**src/rtl/coe_acc_bank.sv**
```systemverilog
// Bank of signed saturating accumulators fed by a bit-serial term (LSB first).
// One lane is updated per operation: IDLE -> SHIFT (collect bits) -> ADD (one cycle).
module coe_acc_bank #(
   parameter int NUM_LANES      = 16,
   parameter int LANE_SEL_WIDTH = 4,
   parameter int TERM_WIDTH     = 8,
   parameter int ACC_WIDTH      = 16
) (
   input  logic                           clk,
   input  logic                           reset,
   input  logic                           start,
   input  logic [LANE_SEL_WIDTH-1:0]      lane_sel,
   input  logic                           sign_ctrl,
   input  logic                           bit_in,
   input  logic                           bit_valid,
   input  logic                           clear,
   output logic                           busy,
   output logic                           done,
   output logic                           err,
   output logic [NUM_LANES*ACC_WIDTH-1:0] acc_out,
   output logic [NUM_LANES-1:0]           ovf
);

   localparam int CNT_W = (TERM_WIDTH > 1) ? $clog2(TERM_WIDTH) : 1;
   localparam logic [ACC_WIDTH-1:0] ACC_MAX = {1'b0, {(ACC_WIDTH-1){1'b1}}};
   localparam logic [ACC_WIDTH-1:0] ACC_MIN = {1'b1, {(ACC_WIDTH-1){1'b0}}};

   typedef enum logic [1:0] {IDLE, SHIFT, ADD} state_t;

   state_t                     state, state_nxt;
   logic [LANE_SEL_WIDTH-1:0]  lane;
   logic                       sign;
   logic [TERM_WIDTH-1:0]      term;
   logic [CNT_W-1:0]           count;
   logic signed [ACC_WIDTH-1:0] acc [NUM_LANES];
   logic signed [ACC_WIDTH-1:0] acc_cur;
   logic [ACC_WIDTH:0]         add_res;
   logic                       lane_ok;
   logic                       accept;
   logic                       reject;
   logic                       bit_take;

   // Returns {overflow, clamped value}; one guard bit is enough because the
   // zero-extended term is always smaller in magnitude than the accumulator range.
   function automatic logic [ACC_WIDTH:0] sat_add(
      input logic signed [ACC_WIDTH-1:0] a,
      input logic [TERM_WIDTH-1:0]       t,
      input logic                        sub
   );
      logic signed [ACC_WIDTH:0] ext_a;
      logic signed [ACC_WIDTH:0] ext_t;
      logic signed [ACC_WIDTH:0] sum;
      ext_a = {a[ACC_WIDTH-1], a};
      ext_t = {{(ACC_WIDTH+1-TERM_WIDTH){1'b0}}, t};
      sum   = sub ? (ext_a - ext_t) : (ext_a + ext_t);
      if (sum[ACC_WIDTH] != sum[ACC_WIDTH-1])
         return {1'b1, (sum[ACC_WIDTH] ? ACC_MIN : ACC_MAX)};
      return {1'b0, sum[ACC_WIDTH-1:0]};
   endfunction

   assign lane_ok = (int'(lane_sel) < NUM_LANES);
   assign busy    = (state != IDLE);

   always_ff @(posedge clk or negedge reset) begin
      if (!reset) state <= IDLE;
      else        state <= state_nxt;
   end

   always_comb begin
      state_nxt = state;
      accept    = 1'b0;
      reject    = 1'b0;
      bit_take  = 1'b0;
      case (state)
         IDLE: begin
            if (start) begin
               if (lane_ok) begin
                  accept    = 1'b1;
                  state_nxt = SHIFT;
               end else begin
                  reject = 1'b1;
               end
            end
         end
         SHIFT: begin
            if (bit_valid) begin
               bit_take = 1'b1;
               if (count == CNT_W'(TERM_WIDTH-1)) state_nxt = ADD;
            end
         end
         ADD:     state_nxt = IDLE;
         default: state_nxt = IDLE;
      endcase
      // Clear aborts everything, including a pending start or ADD.
      if (clear) begin
         state_nxt = IDLE;
         accept    = 1'b0;
         reject    = 1'b0;
         bit_take  = 1'b0;
      end
   end

   always_ff @(posedge clk or negedge reset) begin
      if (!reset) begin
         lane  <= '0;
         sign  <= 1'b0;
         term  <= '0;
         count <= '0;
         done  <= 1'b0;
         err   <= 1'b0;
      end else begin
         done <= (state == ADD) && !clear;
         err  <= reject;
         if (clear) begin
            term  <= '0;
            count <= '0;
         end else if (accept) begin
            lane  <= lane_sel;
            sign  <= sign_ctrl;
            term  <= '0;
            count <= '0;
         end else if (bit_take) begin
            term[count] <= bit_in;
            count       <= count + 1'b1;
         end
      end
   end

   always_comb begin
      acc_cur = '0;
      for (int i = 0; i < NUM_LANES; i++)
         if (lane == LANE_SEL_WIDTH'(i)) acc_cur = acc[i];
   end

   assign add_res = sat_add(acc_cur, term, sign);

   // ADD stage: only the latched lane is written
   always_ff @(posedge clk or negedge reset) begin
      if (!reset) begin
         for (int i = 0; i < NUM_LANES; i++) acc[i] <= '0;
         ovf <= '0;
      end else if (clear) begin
         for (int i = 0; i < NUM_LANES; i++) acc[i] <= '0;
         ovf <= '0;
      end else if (state == ADD) begin
         for (int i = 0; i < NUM_LANES; i++) begin
            if (lane == LANE_SEL_WIDTH'(i)) begin
               acc[i] <= add_res[ACC_WIDTH-1:0];
               if (add_res[ACC_WIDTH]) ovf[i] <= 1'b1;
            end
         end
      end
   end

   for (genvar g = 0; g < NUM_LANES; g++) begin : g_pack
      assign acc_out[g*ACC_WIDTH +: ACC_WIDTH] = acc[g];
   end

endmodule
```
**config.mk**
```make
export PLATFORM = sky130hd
export DESIGN_NAME = coe_acc_bank
export DESIGN_NICKNAME = d
export VERILOG_FILES = /design/src/rtl/coe_acc_bank.sv
export SDC_FILE = /design/constraint.sdc
export NUM_CORES = 1
export LEC_CHECK = 0
export BUFFER_PORTS_ARGS = -buffer_cell sky130_fd_sc_hd__buf_2
export CORE_UTILIZATION = 30
export CTS_BUF_LIST = sky130_fd_sc_hd__clkbuf_8
export CTS_CLUSTER_SIZE = 16
export DETAILED_ROUTE_END_ITERATION = 8
export GPL_TIMING_DRIVEN = 1
export MAX_ROUTING_LAYER = met4
export PLACE_DENSITY = 0.58
export SYNTH_ARGS = -nofsm -noshare
export SYNTH_HDL_FRONTEND = slang
export SYNTH_SLANG_ARGS = --single-unit
```
**constraint.sdc**
```tcl
create_clock -name clk -period 5 [get_ports clk]
set_input_delay 1 -clock clk [delete_from_list [all_inputs] [get_ports clk]]
set_output_delay 1 -clock clk [all_outputs]
set_load 0.01 [all_outputs]
```
==> impl_results.md, run 1 <==
- Final total power: 8.98 mW
- EDFF count, synth: 0
- IO buf count: 284
- Crit end category: register
- Sequential share of the synthesized area: 0.488
- Yosys cell types: 72
- Reg clk slew, reported paths: 70 ps
- Via count of the first global-routing pass: 13800
- Clock network power share: 0.256
- Cell Pwr Density: 470 nW/um^2
- H-tree levels: 2
- Worst slew pin tran: 1130 ps
- First-pass GRT wire length: 95900 um
- Fill cells: 5009
- CP Max Fanout: 10
- Vias per inst: 5.58
- Switching share of power: 0.427
- Layout overhead on the synthesized area: 28.0%
- Critical Path AT: 5390 ps
- Pre-Repair DR Iteration Count: 5
- Worst Skew: 40.2 ps
- Post-DP HPWL: 48500 um
- Post-Syn Nets: 1545
- Die Width: 225 um
- Synth warnings: 0
- # rows: 81
- Avg Cell Area, Syn: 9.87 sq um
- Worst EP required: 5560 ps
- Tightest Hold Check Type: input port to asynchronous set/reset pin
- Final setup TNS: 0 ps
- CP max stage delay: 520 ps
- Register area: 7290 sq um
- Top cell type's share of synthesized area: 0.488
- DRC viols: 0
- CTS tree: done
- Leakage: 8.72 nW
- Hold Buf Count CTS: 0
- Multi-input gate area: 7060 sq um
- Switch Pwr: 3.83 mW
- Post-detailed-route count of antenna-violating nets: 0
- Fin. max-slew vios: 0
- Synth area leader: dfrtp_1
- Nets@finish: 1893
- Post-Synthesis Cells: 1513
- Final setup fails: 0
- Overall Global Routing Usage: 0.267
- Min Tclk post-route: 4820 ps
- Clock latency on the worst-skew pair: 670 ps
- Initial DRC Count: 1421
- Achievable frequency: 0.207 GHz
- Internal Power: 5.15 mW
- Total gr overflow: 0
- Synth top cells by count: 291 x dfrtp_1, 238 x nor2_1, 152 x a211oi_1, 104 x nand2_1, 98 x clkbuf_1
- Slew headroom: 0.244
- Pin count of the biggest net entering global routing: 108
- Max_cap viols: 0
- CTS root buf: clkbuf_8
- FF-to-FF setup slack: 180 ps
- DIE AREA: 50700 sq um
- Top cells by area, synth: dfrtp_1 49%, a211oi_1 7.6%, nor2_1 6.0%
- Period utilisation layout: 0.964
- Final Hold Violating Endpoints: 0
- Top_reg_cell synth: dfrtp_1
- CP startpoint kind: register
- GP Congestion: 0.961
- Starting Density: 0.304
- #FFs+latches synth: 291
- Most used cell, CP: buf_4
- Sequential share of power: 0.270
- Post-synth ARST share: 1.00
- Count leader, synth: dfrtp_1
- Status: finished, final reports clean
- Combinational share of power: 0.474
- Wire per inst: 26.2 um
- IO Count: 286
- Clk sinks: 291
- Mapped Area: 14900 sq um
- Initial antenna violation count: 1
- Worst vdd ir: 0.458 mV
- Share of cells above drive strength 1: 0.318
- Critical path type: register to register
- Core area: 49100 sq um
- CP cell instances: buf_4 -> buf_4 -> mux4_2 -> nand2b_1 -> a21oi_1 -> a221o_1 -> a21oi_4 -> o21ai_0 -> ha_1 -> o21ai_0 -> or2_2 -> o31ai_2 -> a21oi_1 -> buf_4 -> xor2_2 -> buf_4 -> buf_4 -> maj3_2 -> a211oi_1
- Total CTS buffers: 50
- Slowest stage cell, crit path: dfrtp_4
- Cell family with most CP delay: compound AO/OA/AOI/OAI gates
- Die Span Y: 225 um
- Vias: 14300
- CP Buf/Inv Count: 5
- Routed wire length: 66900 um
- Clock Path Buffers: 3
==> state kept, by name (all words and copies together), names as in the netlist <==
register,cells
ovf,16
count,3
state,2
lane,4
term,8
done,1
acc_out,256
sign,1
==> stage by stage <==
stage	cell area [sq um]	util	setup slack, ps	hold WS, ps	std cells
6_report	19100	0.390	179	395	2557
2_1_floorplan	14900	-	18.4	516	1513
4_1_cts	18800	0.384	11.3	427	2541
3_3_place_gp	17800	0.363	-175	477	2458
5_1_grt	19100	0.390	-38.6	452	2557
3_5_place_dp	17800	0.363	-146	476	2458
==> power groups by stage <==
stage               sequential, mW  combinational (mW)  clock, mW
finish                        2.43                4.26       2.29
global route                  2.42                4.39       2.44
CTS                           2.43                3.86       2.34
detailed placement            2.47                3.83          0
global placement              2.47                3.82          0
floorplan                     2.44                1.99          0
==> logic make-up (layout without fill, tap and decap cells) <==
logic type | after synthesis | after routing | synth area share
AO/OA/AOI/OAI | 464 | 464 | 0.219
XOR/XNOR | 23 | 23 | 0.0140
adder cells (fa/ha/maj) | 33 | 34 | 0.0270
buffers and inverters | 182 | 560 | 0.0526
flip-flops | 291 | 291 | 0.488
multiplexers | 70 | 70 | 0.0690
other | 1 | 2 | 0.000251
AND/OR/NAND/NOR | 449 | 449 | 0.130
==> worst reg2reg max path, stage by stage (launching register included) <==
cell	delay, ps
dfrtp_4	520
buf_4	150
buf_4	200
mux4_2	520
nand2b_1	150
a21oi_1	130
a221o_1	330
a21oi_4	210
o21ai_0	130
ha_1	380
o21ai_0	90
or2_2	300
o31ai_2	220
a21oi_1	90
buf_4	150
xor2_2	140
buf_4	170
buf_4	190
maj3_2	400
a211oi_1	270
==> final timing paths <==
check / to / cells after the start / startpoint
setup reg to reg: acc_out[130]$_DFFE_PN0P_ / 19 / lane[0]$_DFFE_PN0P_
setup / recovery: acc_out[130]$_DFFE_PN0P_ / 19 / lane[0]$_DFFE_PN0P_
hold reg to reg: ovf[12]$_DFFE_PN0P_ / 2 / ovf[12]$_DFFE_PN0P_
hold / removal: acc_out[56]$_DFFE_PN0P_ / 1 / reset
max in group asynchronous: acc_out[113]$_DFFE_PN0P_ / 2 / reset
min in group clk: ovf[12]$_DFFE_PN0P_ / 2 / ovf[12]$_DFFE_PN0P_
==> cell type report <==
class,instances,share of cell area
Multi-Input combinational cell,1041,0.369
Sequential cell,291,0.381
Clock inverter,25,0.0114
Tap cell,664,0.0435
Clock buffer,58,0.0418
Timing Repair Buffer,424,0.142
Inverter,53,0.0104
Antenna cell,1,0.000131
==> per-layer routing <==
| metal | part of all wire | vias to the layer above | track usage |
|---|---|---|---|
| met1 | 0.42 | 7150 | 0.348 |
| met5 | 0 | - | - |
| li1 | - | 6240 | - |
| met2 | 0.46 | 742 | 0.407 |
| met3 | 0.088 | 133 | 0.0677 |
| met4 | 0.034 | 0 | 0.0829 |
==> cells in the final DEF (no fill, tap or decap), types with 15 or more instances in the layout <==
cell type / instances
a211oi_1: 149
mux4_2: 25
o22ai_1: 22
nor3_1: 18
inv_1: 66
buf_12: 15
nand2_1: 104
a22oi_1: 15
dfrtp_1: 288
nand2b_1: 21
nor2_1: 225
o31ai_1: 23
o21ai_0: 71
buf_2: 282
clkbuf_8: 59
ha_1: 19
mux2i_1: 31
nand3_1: 18
buf_4: 123
o32ai_1: 36
a21oi_1: 51
==> what timing repair did <==
action / 4_1_cts / 5_1_grt
resized for setup: 4 / 36
pin swaps: 1 / 7
cloned: 0 / 2
endpoints found under the setup margin: 89 / 272
buffers inserted: 0 / 13
Power figures use the tool's default switching activity.
==> inputs of run 2 (changes only) <==
--- a/config.mk
+++ b/config.mk
@@ -5,7 +5,7 @@
 export SDC_FILE = /design/constraint.sdc
 export NUM_CORES = 1
 export LEC_CHECK = 0
-export BUFFER_PORTS_ARGS = -buffer_cell sky130_fd_sc_hd__buf_2
+export BUFFER_PORTS_ARGS = -buffer_cell sky130_fd_sc_hd__buf_4
 export CORE_UTILIZATION = 30
 export CTS_BUF_LIST = sky130_fd_sc_hd__clkbuf_8
 export CTS_CLUSTER_SIZE = 16
==> run 2 against run 1 <==
  * Count of clock-buffer cells in the layout rose by 13
  * Maximum frequency decreased by 1.3%
  * Register-to-register slack lost 60 ps
  * First-iteration DRC count grew 7.1%
  * Final area is 5.0% higher
==> impl_results.md, run 2 (synthesis gave the netlist of run 1 again) <==
- Status: finished, final reports clean (unchanged)
- Starting Density: 0.304 (unchanged)
- Post-DP HPWL: 49100 um (was 48500 um)
- Switch Pwr: 3.84 mW (was 3.83 mW)
- Initial DRC Count: 1522 (was 1421)
- Layout overhead on the synthesized area: 34.4% (was 28.0%)
- Fin. max-slew vios: 0 (unchanged)
- DRC viols: 0 (unchanged)
- Finished Cell Area: 20100 sq um (was 19100 sq um)
- Via count of the first global-routing pass: 14000 (was 13800)
- Routed wire length: 66700 um (was 66900 um)
- Total gr overflow: 0 (unchanged)
- Final Hold Violating Endpoints: 0 (unchanged)
- Achievable frequency: 0.205 GHz (was 0.207 GHz)
- Vias: 14300 (about the same)
- Vias per inst: 5.54 (was 5.58)
- M2 GR Usage: 0.415 (was 0.407)
- Commonest non-fill, non-tap cell in the layout: buf_4 (was dfrtp_1)
- Period utilisation layout: 0.977 (was 0.964)
- Most frequent cells in the layout: 402 x buf_4, 288 x dfrtp_1, 227 x nor2_1 (was 288 x dfrtp_1, 282 x buf_2, 225 x nor2_1)
- Switching share of power: 0.408 (was 0.427)
- Pin count of the biggest net entering global routing: 170 (was 108)
- Post-detailed-route count of antenna-violating nets: 0 (unchanged)
- Worst Skew: 38.2 ps (was 40.2 ps)
- DIE AREA: 50700 sq um (unchanged)
- Crit end category: register (unchanged)
- CP cell instances: buf_2 -> buf_4 -> mux4_2 -> nand2b_1 -> a21oi_1 -> a221o_1 -> a21oi_4 -> o21ai_0 -> ha_2 -> o21ai_0 -> or2_2 -> o31ai_4 -> a21oi_2 -> buf_4 -> xor2_2 -> buf_4 -> maj3_1 -> buf_4 -> a211oi_1 (was buf_4 -> buf_4 -> mux4_2 -> nand2b_1 -> a21oi_1 -> a221o_1 -> a21oi_4 -> o21ai_0 -> ha_1 -> o21ai_0 -> or2_2 -> o31ai_2 -> a21oi_1 -> buf_4 -> xor2_2 -> buf_4 -> buf_4 -> maj3_2 -> a211oi_1)
- Die Width: 225 um (unchanged)
- Slew headroom: 0.114 (was 0.244)
- CTS tree: done (unchanged)
- Combinational share of power: 0.477 (was 0.474)
- Met1 Track Usage GR: 0.351 (was 0.348)
- Placed instance area: 18700 sq um (was 17800 sq um)
- Pre-Repair DR Iteration Count: 5 (unchanged)
- Fill cells: 4855 (was 5009)
- Total CTS buffers: 53 (was 50)
- FF-to-FF setup slack: 120 ps (was 180 ps)
- CP max stage delay: 570 ps (was 520 ps)
- Tightest Hold Check Type: input port to asynchronous set/reset pin (unchanged)
- Critical Path AT: 5440 ps (was 5390 ps)
- Met3 Resource Use GR: 0.0492 (was 0.0677)
- Critical path type: register to register (unchanged)
- Max_cap viols: 0 (unchanged)
- Sequential share of power: 0.258 (was 0.270)
- Overall Global Routing Usage: 0.268 (was 0.267)
- Reg-to-Reg End: acc_out[129]$_DFFE_PN0P_ (was acc_out[130]$_DFFE_PN0P_)
- Final setup fails: 0 (unchanged)
- Final worst slack: 116 ps (was 179 ps)
- Leakage: 8.82 nW (was 8.72 nW)
- CP startpoint kind: register (unchanged)
- Clock latency on the worst-skew pair: 670 ps (about the same)
- Nets@finish: 1901 (was 1893)
- H-tree levels: 2 (unchanged)
- GP Congestion: 0.961 (about the same)
- Share of cells above drive strength 1: 0.323 (was 0.318)
- # rows: 81 (unchanged)
- Worst EP required: 5560 ps (about the same)
- Cell Pwr Density: 470 nW/um^2 (about the same)
- IO Count: 286 (unchanged)
- RR Startpoint: lane[0]$_DFFE_PN0P_ (unchanged)
- Clock Path Buffers: 3 (unchanged)
- Worst slew pin tran: 1320 ps (was 1130 ps)
- Slowest stage cell, crit path: mux4_2 (was dfrtp_4)
- Worst vdd ir: 0.410 mV (was 0.458 mV)
- Most used cell, CP: buf_4 (unchanged)
- IO buf count: 284 (unchanged)
- First-pass GRT wire length: 96400 um (was 95900 um)
- Wire per inst: 25.9 um (was 26.2 um)
- Min Tclk post-route: 4880 ps (was 4820 ps)
- Initial antenna violation count: 1 (unchanged)
- Max reg flops: 256 (unchanged)
- Reg clk slew, reported paths: 60 ps (was 70 ps)
- GR peak layer: met2 (unchanged)
- Core area: 49100 sq um (unchanged)
- Final total power: 9.42 mW (was 8.98 mW)
- Internal Power: 5.58 mW (was 5.15 mW)
- Clk sinks: 291 (unchanged)
- Clock network power share: 0.265 (was 0.256)
- Antenna cells: 0 (was 1)
- Worst setup path startpoint: lane[0]$_DFFE_PN0P_ (unchanged)
- Pre-CTS setup slack: -124 ps (was -146 ps)
- R2R cell count: 19 (unchanged)
- CTS root buf: clkbuf_8 (unchanged)
- Min Hold Slack: 421 ps (was 395 ps)
- CP Max Fanout: 10 (unchanged)
- Die Span Y: 225 um (unchanged)
run 2: repair_timing:
action / in CTS / in global routing
setup endpoints to repair: 217 / 266
buffers inserted: 2 / 7
hold buffers: 0 / 0
pin swaps: 1 / 4
gates resized for setup: 7 / 27
run 2: worst max-delay path, delay by kind of cell, from the launching register on:
kind	cells	cell delay (ps)
AO/OA/AOI/OAI	8	1430
XOR/XNOR	1	140
adder cells (fa/ha/maj)	2	740
buffers and inverters	5	970
flip-flops	1	490
multiplexers	1	570
AND/OR/NAND/NOR	2	420
run 2: metrics by stage:
step                TNS, ps  std cells  utilization
floorplan                 0       1513            -
global placement     -13940       2469        0.381
detailed placement    -5150       2469        0.381
CTS                       0       2565        0.406
global route          -4.89       2572        0.409
finish                    0       2572        0.409
run 2: cell type report:
class | instances | area, sq um | share of cell area
clock buffers | 71 | 977 | 0.0487
clock inverters | 23 | 193 | 0.00960
inverters | 53 | 199 | 0.00991
multi-input cells | 1040 | 7040 | 0.351
flip-flops and latches | 291 | 7290 | 0.363
well taps | 664 | 831 | 0.0414
repair buffers | 430 | 3530 | 0.176
run 2: power by group through the flow:
stage	registers, mW	clock network [mW]	logic (mW)
floorplan	2.44	0	1.99
global placement	2.47	0	4.25
detailed placement	2.47	0	4.27
CTS	2.43	2.54	4.32
global route	2.43	2.65	4.63
finish	2.43	2.50	4.50
run 2: how the worst max path moves through the flow:
stage / endpoint / slack, ps
2_1_floorplan: ovf[1]$_DFFE_PN0P_ / 20
3_3_place_gp: acc_out[26]$_DFFE_PN0P_ / -180
3_5_place_dp: acc_out[135]$_DFFE_PN0P_ / -120
4_1_cts: acc_out[55]$_DFFE_PN0P_ / 0.7
5_1_grt: acc_out[226]$_DFFE_PN0P_ / -2
6_report: acc_out[129]$_DFFE_PN0P_ / 120
run 2: per-layer routing:
metal / share of wire / up-vias
met5: 0 / -
met2: 0.46 / 735
li1: - / 6252
met1: 0.42 / 7132
met4: 0.035 / 0
met3: 0.080 / 137
